<file path="config.mk">
export PLATFORM = sky130hd
export DESIGN_NAME = pe_vector_feeder_flat
export DESIGN_NICKNAME = d
export VERILOG_FILES = /design/src/rtl/pe_vector_feeder_if.sv /design/src/rtl/pe_vector_feeder.sv /design/src/flat_wrapper.sv
export SDC_FILE = /design/constraint.sdc
export NUM_CORES = 1
export LEC_CHECK = 0
export ABC_AREA = 0
export ABC_CLOCK_PERIOD_IN_PS = 5500
export BUFFER_PORTS_ARGS = -buffer_cell sky130_fd_sc_hd__buf_4
export CAP_MARGIN = 20
export CORE_MARGIN = 2
export CORE_UTILIZATION = 45
export CTS_BUF_LIST = sky130_fd_sc_hd__clkbuf_16
export CTS_CLUSTER_DIAMETER = 30
export DETAILED_ROUTE_END_ITERATION = 10
export PLACE_DENSITY = 0.72
export SLEW_MARGIN = 20
export SYNTH_ARGS = -nofsm -noshare
export SYNTH_HDL_FRONTEND = slang
export SYNTH_SLANG_ARGS = --single-unit
</file>
<file path="constraint.sdc">
create_clock -name clk -period 5.5 [get_ports clk]
set_input_delay 0.55 -clock clk [delete_from_list [all_inputs] [get_ports clk]]
set_output_delay 0.55 -clock clk [all_outputs]
set_load 0.02 [all_outputs]
</file>
<file path="src/rtl/pe_vector_feeder_if.sv">
// Feeder-to-PE operand/result channel; the feeder drives operands, the PE returns step_fin/result.
interface pe_vector_feeder_if #(
    parameter int unsigned DATA_W = 32
);
    logic              active;
    logic              vec_fin;
    logic [31:0]       length;
    logic [DATA_W-1:0] left;
    logic [DATA_W-1:0] right;
    logic              step_fin;
    logic [DATA_W-1:0] result;

    modport master (
        output active, vec_fin, length, left, right,
        input  step_fin, result
    );

    modport slave (
        input  active, vec_fin, length, left, right,
        output step_fin, result
    );
endinterface

</file>
<file path="src/rtl/pe_vector_feeder.sv">
// Dot-product operand sequencer and result collector for a single MAC PE.
// Optional PE_FEEDER_STALL_CNT_EN adds stall_cnt_o, counting PE back-pressure cycles per command.
module pe_vector_feeder #(
    parameter int unsigned ADDR_W = 10,
    parameter int unsigned DATA_W = 32
) (
    input  logic              clk,
    input  logic              rst,
    input  logic              start_i,
    input  logic [ADDR_W-1:0] base_a_i,
    input  logic [ADDR_W-1:0] base_b_i,
    input  logic [31:0]       length_i,
    output logic              busy_o,
    output logic              res_valid_o,
    input  logic              res_ready_i,
    output logic [DATA_W-1:0] res_data_o,
    output logic              a_en_o,
    output logic [ADDR_W-1:0] a_addr_o,
    input  logic [DATA_W-1:0] a_rdata_i,
    output logic              b_en_o,
    output logic [ADDR_W-1:0] b_addr_o,
    input  logic [DATA_W-1:0] b_rdata_i,
    pe_vector_feeder_if.master pe
`ifdef PE_FEEDER_STALL_CNT_EN
    ,
    output logic [31:0]       stall_cnt_o
`endif
);

    typedef enum logic [2:0] {StFlush, StIdle, StStream, StDrain, StResult} state_e;

    state_e            state_q, state_d;
    logic [ADDR_W-1:0] base_a_q, base_a_d;
    logic [ADDR_W-1:0] base_b_q, base_b_d;
    logic [31:0]       len_q, len_d;
    logic [31:0]       idx_q, idx_d;
    logic              rd_vld_q, rd_vld_d;
    logic              rd_last_q, rd_last_d;
    logic              act_q, act_d;
    logic              fin_q, fin_d;
    logic [DATA_W-1:0] left_q, left_d;
    logic [DATA_W-1:0] right_q, right_d;
    logic [DATA_W-1:0] res_q, res_d;

    logic stall, issue, last_rd, capture;

    // The PE holding back its step freezes every pipeline stage, including read issue.
    assign stall   = act_q & ~pe.step_fin;
    assign issue   = (state_q == StStream) & ~stall;
    assign last_rd = (idx_q == len_q - 32'd1);
    assign capture = act_q & fin_q & pe.step_fin;

    always_comb begin
        state_d  = state_q;
        base_a_d = base_a_q;
        base_b_d = base_b_q;
        len_d    = len_q;
        idx_d    = idx_q;
        res_d    = res_q;
        unique case (state_q)
            StFlush: state_d = StIdle;
            StIdle: begin
                if (start_i) begin
                    base_a_d = base_a_i;
                    base_b_d = base_b_i;
                    len_d    = length_i;
                    idx_d    = '0;
                    if (length_i == 32'd0) begin
                        res_d   = '0;
                        state_d = StResult;
                    end else begin
                        state_d = StStream;
                    end
                end
            end
            StStream: begin
                if (issue) begin
                    idx_d = idx_q + 32'd1;
                    if (last_rd) state_d = StDrain;
                end
            end
            StDrain: begin
                if (capture) begin
                    res_d   = pe.result;
                    state_d = StResult;
                end
            end
            StResult: begin
                if (res_ready_i) state_d = StIdle;
            end
            default: state_d = StFlush;
        endcase
    end

    // Read stage (data arriving on rdata) feeding the PE operand stage.
    always_comb begin
        rd_vld_d  = rd_vld_q;
        rd_last_d = rd_last_q;
        act_d     = act_q;
        fin_d     = fin_q;
        left_d    = left_q;
        right_d   = right_q;
        if (!stall) begin
            rd_vld_d  = issue;
            rd_last_d = issue & last_rd;
            act_d     = rd_vld_q;
            fin_d     = rd_vld_q & rd_last_q;
            left_d    = rd_vld_q ? a_rdata_i : '0;
            right_d   = rd_vld_q ? b_rdata_i : '0;
        end
    end

    always_ff @(posedge clk) begin
        if (rst) begin
            state_q   <= StFlush;
            base_a_q  <= '0;
            base_b_q  <= '0;
            len_q     <= '0;
            idx_q     <= '0;
            rd_vld_q  <= 1'b0;
            rd_last_q <= 1'b0;
            act_q     <= 1'b0;
            fin_q     <= 1'b0;
            left_q    <= '0;
            right_q   <= '0;
            res_q     <= '0;
        end else begin
            state_q   <= state_d;
            base_a_q  <= base_a_d;
            base_b_q  <= base_b_d;
            len_q     <= len_d;
            idx_q     <= idx_d;
            rd_vld_q  <= rd_vld_d;
            rd_last_q <= rd_last_d;
            act_q     <= act_d;
            fin_q     <= fin_d;
            left_q    <= left_d;
            right_q   <= right_d;
            res_q     <= res_d;
        end
    end

`ifdef PE_FEEDER_STALL_CNT_EN
    logic [31:0] stall_cnt_q;

    always_ff @(posedge clk) begin
        if (rst) begin
            stall_cnt_q <= '0;
        end else if ((state_q == StIdle) && start_i) begin
            stall_cnt_q <= '0;
        end else if (stall && ((state_q == StStream) || (state_q == StDrain))) begin
            stall_cnt_q <= stall_cnt_q + 32'd1;
        end
    end

    assign stall_cnt_o = stall_cnt_q;
`endif

    assign busy_o      = (state_q != StIdle);
    assign res_valid_o = (state_q == StResult);
    assign res_data_o  = res_q;
    assign a_en_o      = issue;
    assign b_en_o      = issue;
    assign a_addr_o    = base_a_q + idx_q[ADDR_W-1:0];
    assign b_addr_o    = base_b_q + idx_q[ADDR_W-1:0];

    // FLUSH presents vec_fin without a pair so the PE clears its accumulator.
    assign pe.active  = act_q;
    assign pe.vec_fin = fin_q | (state_q == StFlush);
    assign pe.length  = len_q;
    assign pe.left    = left_q;
    assign pe.right   = right_q;

endmodule

</file>
<file path="src/flat_wrapper.sv">
// flat-port wrapper written by rule: the top's interface ports become plain ports
module pe_vector_feeder_flat 
#(
    parameter int unsigned ADDR_W = 10,
    parameter int unsigned DATA_W = 32
)
  (clk, rst, start_i, base_a_i, base_b_i, length_i, busy_o, res_valid_o, res_ready_i, res_data_o, a_en_o, a_addr_o, a_rdata_i, b_en_o, b_addr_o, b_rdata_i, pe_active, pe_vec_fin, pe_length, pe_left, pe_right, pe_step_fin, pe_result);
  pe_vector_feeder_if #(.DATA_W(DATA_W)) pe_i ();
  input  logic clk;
  input  logic rst;
  input  logic start_i;
  input  logic [ADDR_W-1:0] base_a_i;
  input  logic [ADDR_W-1:0] base_b_i;
  input  logic [31:0] length_i;
  output logic busy_o;
  output logic res_valid_o;
  input  logic res_ready_i;
  output logic [DATA_W-1:0] res_data_o;
  output logic a_en_o;
  output logic [ADDR_W-1:0] a_addr_o;
  input  logic [DATA_W-1:0] a_rdata_i;
  output logic b_en_o;
  output logic [ADDR_W-1:0] b_addr_o;
  input  logic [DATA_W-1:0] b_rdata_i;
  output wire logic [$bits(pe_i.active)-1:0] pe_active;
  output wire logic [$bits(pe_i.vec_fin)-1:0] pe_vec_fin;
  output wire logic [$bits(pe_i.length)-1:0] pe_length;
  output wire logic [$bits(pe_i.left)-1:0] pe_left;
  output wire logic [$bits(pe_i.right)-1:0] pe_right;
  input wire logic [$bits(pe_i.step_fin)-1:0] pe_step_fin;
  input wire logic [$bits(pe_i.result)-1:0] pe_result;
  assign pe_active = pe_i.active;
  assign pe_vec_fin = pe_i.vec_fin;
  assign pe_length = pe_i.length;
  assign pe_left = pe_i.left;
  assign pe_right = pe_i.right;
  assign pe_i.step_fin = pe_step_fin;
  assign pe_i.result = pe_result;
  pe_vector_feeder #(.ADDR_W(ADDR_W), .DATA_W(DATA_W)) u_core (.clk(clk), .rst(rst), .start_i(start_i), .base_a_i(base_a_i), .base_b_i(base_b_i), .length_i(length_i), .busy_o(busy_o), .res_valid_o(res_valid_o), .res_ready_i(res_ready_i), .res_data_o(res_data_o), .a_en_o(a_en_o), .a_addr_o(a_addr_o), .a_rdata_i(a_rdata_i), .b_en_o(b_en_o), .b_addr_o(b_addr_o), .b_rdata_i(b_rdata_i), .pe(pe_i));
endmodule
</file>
[Yosys cells after proc, flatten, opt, wreduce, memory -nomap -nowiden]
Cells that the tools add are included.
Operators by class
  muxes and demuxes: 16
  bitwise operators: 9
  equal/unequal tests: 12
  $add $sub $neg: 4
  reductions and logical operators: 8
Operator list (count)
  2-to-1 mux 32 bit: 7
  case mux 32 bit (2 select lines): 2
  adder 32 x 1 -> 32 bit (second input constant): 1
  equality test 32 bit: 1
  zero test 32 bit: 1
  subtractor 32 x 1 -> 32 bit (second input constant): 1
  adder 10 bit: 2
  2-to-1 mux 3 bit: 6
  case mux 3 bit (5 select lines): 1
  inequality test 2 x 1 -> 1 bit (second input constant): 5
  bitwise AND 1 bit: 6
  equality test 3 x 2 -> 1 bit (second input constant): 2
  AND reduction 5 bit: 1
  AND reduction 4 bit: 1
  nonzero test 2 bit: 2
  equality test 3 x 1 -> 1 bit (second input constant): 1
  equality test 3 bit (second input constant): 1
  zero test 3 bit: 1
  inequality test 3 x 1 -> 1 bit (second input constant): 1
  AND reduction 3 bit: 1
  inequality test 2 bit (second input constant): 1
  inverter 1 bit: 2
  AND reduction 2 bit: 1
  OR 1 bit: 1
Word-level totals
  logic and storage cells: 61
  input port bits: 153
  bits in registers: 187

[Logic depth before layout (Yosys ltp)]
  word-level depth: 6
  depth in mapped cells: 11
  gate-level depth less buffers: 11

[Worst setup path before layout]
No wires, ideal clock.
  kind: flip-flop to output port
  from: register u_core.idx_q[0]
  to: output port a_addr_o[8]
  setup slack: 2767 ps
  data required time: 4950 ps
  buffers on the path: 0
  cell stages (with the launch flop): 12
  data arrival time: 2183 ps
  cells stage by stage: dfxtp_1 ha_1 inv_1 fa_1 nor2b_1 o21ai_0 a21boi_0 o21ai_0 nand2b_1 a21o_1 a21oi_1 xnor2_1
Between the ends
  cells in the longest elaborated chain, start to end: 1
RTL lines
  start, declared: line pe_vector_feeder.sv:36  | logic [31:0] idx_q, idx_d;
  start signal, assigned: line pe_vector_feeder.sv:132  | idx_q <= idx_d;
  adder 10 bit: line pe_vector_feeder.sv:164  | assign a_addr_o = base_a_q + idx_q[ADDR_W-1:0];
  end, declared: line flat_wrapper.sv:20  | output logic [ADDR_W-1:0] a_addr_o;
Every way passes these cells.

[Worst setup path in the final report]
Same ends and word-level chain as after synthesis.

==> flow_results.org <==
** Yosys
- Dominant cell by count in the synthesized netlist :: sky130_fd_sc_hd__nand2_1
- Post-synth EDFFs :: 0
- The number of nets in the synthesized netlist is between 1000 and 1500.
- Sequential element share of the synthesized area :: 41.6%
- Synth cell types :: 67
- Post-synth top flop :: sky130_fd_sc_hd__dfxtp_1
- The cell area that synthesis handed to floorplanning was around 9000 um^2.
- Syn Inst Count :: 1151
- The synthesized design devotes to its leading area cell type approximately two fifths of total area.
- The Yosys step of the flow raised 0 warnings.
- Yosys attributes the largest share of cell area to sky130_fd_sc_hd__dfxtp_1 (42%), sky130_fd_sc_hd__nand2_1 (9.5%), sky130_fd_sc_hd__a21oi_1 (9.4%).
- Most numerous cell types in the synthesized netlist :: sky130_fd_sc_hd__nand2_1 (229), sky130_fd_sc_hd__dfxtp_1 (187), sky130_fd_sc_hd__a21oi_1 (169)
- Async set-reset flop share out of synthesis :: 0%
- In this run, synthesis produced a sequential element count of 187.
- Average cell area after synthesis :: about 7.8 um^2
- Cell type contributing the most total cell area after synthesis :: sky130_fd_sc_hd__dfxtp_1

** Setup path
- The setup check on the worst reg-to-reg path leaves a slack of 2.46 ns.
- The worst setup path is launched from a register.
- Worst reg-to-reg path cell count :: 10
- The worst setup path is of the register to output port kind.
- STA classifies the critical path endpoint as an output port.
- Required time worst endpoint :: a little under 5 ns
- In this run the critical register-to-register path is launched from u_core.pe.length[0]$_SDFFE_PP0P_.
- Crit-path max FO :: 7
- Data arrives at the worst endpoint at 2.89 ns.
- Critical R2R Capture :: u_core.state_q[0]$_SDFFE_PP0P_

** Routing
- The detailed router finished its first iteration with 680 violations.
- DRT Wirelength :: 27900 um
- In this run the remaining antenna-violating nets after routing total 0.
- After detailed routing, the met2 layer carries 13800 um of wire.
- Routed signal wires occupy layers up through met4.
- Dividing the detail-routed via count by the number of cells gives 5.33.
- Via count :: 8929
- Total length of routed met3 wires :: 2130 um
- Pre-antenna DRT Iters :: 5
- Wire length per cell after detailed routing :: 16.7 um
- For this run, design rule violations remaining after detail routing come to 0.
- WL met1 :: 11200 um

** STA
- RSZ-0062 raised after global routing :: no
- In the finished design, the share of the clock period the worst path needs comes to 62.5%.
- Transition at the pin with the smallest max-transition slack :: 1.05 ns
- Rel. slew slack :: about 30%
- Static timing analysis puts the maximum clock frequency at 291 MHz.
- Number of slew-limit violations in the final report :: 0
- Number of setup violations in the final report :: 0
- Setup Total Neg Slack :: 0 ns
- Crit path time final :: 3.44 ns
- Post-Route Skew :: between 0.015 and 0.02 ns
- Number of failing hold endpoints at the final stage :: 0

** Pwr
- IR analysis of the VDD net gives a maximum drop of 226 uV.
- For this design the static power due to leakage is 4.94 nW.
- Total power :: 0.00411 W
- For this design the ratio of total power to cell area is between 300 and 400 nW/um^2.

** Placed design
- In this run the cell area measured after placement is 11400 um^2.
- Last weighted congestion value of the routability-driven placer :: just under 0.9
- After legalization and detailed placement, the total HPWL measured 20200 um.
- Count of port buffers added during placement :: 306

** CTS
- Number of clock buffers inserted by TritonCTS :: 17
- Clk_lat worst skew :: 0.44 ns
- In this run, post-CTS repair resized a total of 0 instances.
- Cell at the root of the clock tree :: sky130_fd_sc_hd__clkbuf_16
- The longest clock path from root to sink contains 2 buffers.
- # H-tree levels :: 4
- Number of setup buffers added after CTS :: 0
- Quantity of hold-fixing buffers added after cts :: 0
- CTS sink count :: 187
- Clock tree from TritonCTS :: yes
- Clock-pin transition on the worst setup and hold timing paths :: 0.07 ns

** Global routing
- First-pass GRT wire length :: 43700 um
- Via count of the first global-routing pass :: 8439
- Overall fraction of global-route tracks in use :: about a quarter
- Entering global routing, the biggest net connects 92 pins.
- Initial antenna violation count :: 0
- Remaining Overflow, GRT :: 0

** Cells and area
- Fillers :: 1829
- Of the cells placed in the final design, the portion with a size suffix greater than 1 is around a quarter.
- Final core utilization :: 61.0%
- Final design instance area without fill :: between 10000 and 15000 um^2
- The area growth from synthesis to layout is 32.3%.
- Antenna diode instance count :: 0
- Number of nets in the finished design :: 1572

** Die
- The floorplan step defined a die boundary enclosing 21200 um^2.
- The total area inside the core boundary comes to 19500 um^2.
- Horizontal die dimension :: 145 um
- Die height :: 145 um
- # rows :: just over 50
- Effective utilization at floorplan :: 46.1%
- I/O pin count :: 307

** Hold path
- The path with the worst hold slack has its endpoint at u_core.base_b_q[4]$_SDFFE_PP0P_.
- Type of the tightest min-delay check :: input pin to register
- The startpoint identified for the worst hold timing path is base_b_i[4].
- Worst hold path depth :: 3

** Outcome
- Status :: complete, no violations

** Flow run
- Number of maximum-capacitance violations :: 0
==> layer usage <==
| metal | GRT usage [%] | vias to the layer above |
|---|---|---|
| li1 | - | 4443 |
| met1 | 29.9 | 4169 |
| met2 | 43.7 | 270 |
| met3 | 8.09 | 47 |
| met4 | 8.68 | 0 |
| met5 | 0 | - |
==> state kept, by name, summed over array words and instances (netlist names) <==
signal / count
u_core.state_q: 3
u_core.idx_q: 32
u_core.base_b_q: 10
u_core.pe.active: 1
u_core.rd_vld_q: 1
u_core.pe.length: 32
u_core.fin_q: 1
u_core.res_data_o: 32
u_core.rd_last_q: 1
u_core.pe.left: 32
u_core.pe.right: 32
u_core.base_a_q: 10
==> layout make-up <==
cell class,instances,area [um^2],area share (%)
clock inverters,15,128,1.07
well taps,265,332,2.78
multi-input cells,860,4860,40.8
flip-flops and latches,187,3740,31.4
inverters,20,75.1,0.630
repair buffers,311,2350,19.7
clock buffers,17,425,3.57
==> stage by stage <==
stage               cells  hold WS, ns  setup WS (ns)
detailed placement   1643        0.443           2.49
global route         1675        0.358           1.78
CTS                  1675        0.346           2.06
finish               1675        0.363           2.06
floorplan            1151        0.440           2.77
global placement     1642        0.438           2.47
==> critical path: stages, from the launching register on <==
cell and delay, ns:
sky130_fd_sc_hd__dfxtp_1 0.52, sky130_fd_sc_hd__ha_1 0.26, sky130_fd_sc_hd__inv_1 0.06, sky130_fd_sc_hd__fa_1 0.41
sky130_fd_sc_hd__nor2b_1 0.11, sky130_fd_sc_hd__o21ai_0 0.10, sky130_fd_sc_hd__a21boi_0 0.26, sky130_fd_sc_hd__o21ai_0 0.13
sky130_fd_sc_hd__nand2b_1 0.11, sky130_fd_sc_hd__a21o_1 0.13, sky130_fd_sc_hd__a21oi_1 0.08, sky130_fd_sc_hd__xnor2_1 0.13
sky130_fd_sc_hd__buf_4 0.16
==> kinds of logic (layout without fill, tap and decap cells) <==
group | after synthesis | in the layout | synth area share, %
adder cells (fa/ha/maj) | 22 | 22 | 3.22
XOR/XNOR | 82 | 82 | 7.98
AND/OR/NAND/NOR | 524 | 524 | 28.0
flip-flops | 187 | 187 | 41.6
buffers and inverters | 104 | 363 | 4.68
multiplexers | 1 | 1 | 0.111
AO/OA/AOI/OAI | 231 | 231 | 14.4
==> power breakdown <==
group	leakage, nW	internal (W)	switching [W]
Combinational	3.18	0.000557	0.000801
Sequential	1.51	0.00144	0.000131
Clock	0.256	0.000594	0.000586
==> cells in the final DEF, fill, tap and decap left out, drive strengths merged, types with 3 or more instances in the layout <==
cell,count
inv,27
o21ai,20
a21oi,169
nand2,229
nor3,19
dfxtp,187
clkbuf,17
xor2,47
nand2b,11
nor3b,5
and3,6
xnor2,35
buf,311
and4,3
a21o,7
or3,6
or4,13
clkinv,3
or2,7
and2,5
a31oi,4
clkinvlp,5
nand4,16
nor2b,6
o211ai,3
nor4b,3
ha,20
nor2,62
a211oi,3
nor4,17
nand3,109
==> how the worst max path moves through the flow <==
stage,startpoint,end,slack (ns),depth (start not counted)
final,u_core.idx_q[0]$_SDFFE_PP0P_,a_addr_o[8],2.06,12
after detailed placement,u_core.pe.length[0]$_SDFFE_PP0P_,u_core.state_q[0]$_SDFFE_PP0P_,2.49,10
after global routing,u_core.idx_q[0]$_SDFFE_PP0P_,a_addr_o[8],1.78,12
after floorplan,u_core.idx_q[0]$_SDFFE_PP0P_,a_addr_o[8],2.77,11
after global placement,length_i[6],u_core.res_data_o[25]$_SDFFE_PP0P_,2.47,7
after CTS,u_core.idx_q[0]$_SDFFE_PP0P_,a_addr_o[8],2.06,12
Power figures use the tool's default switching activity.
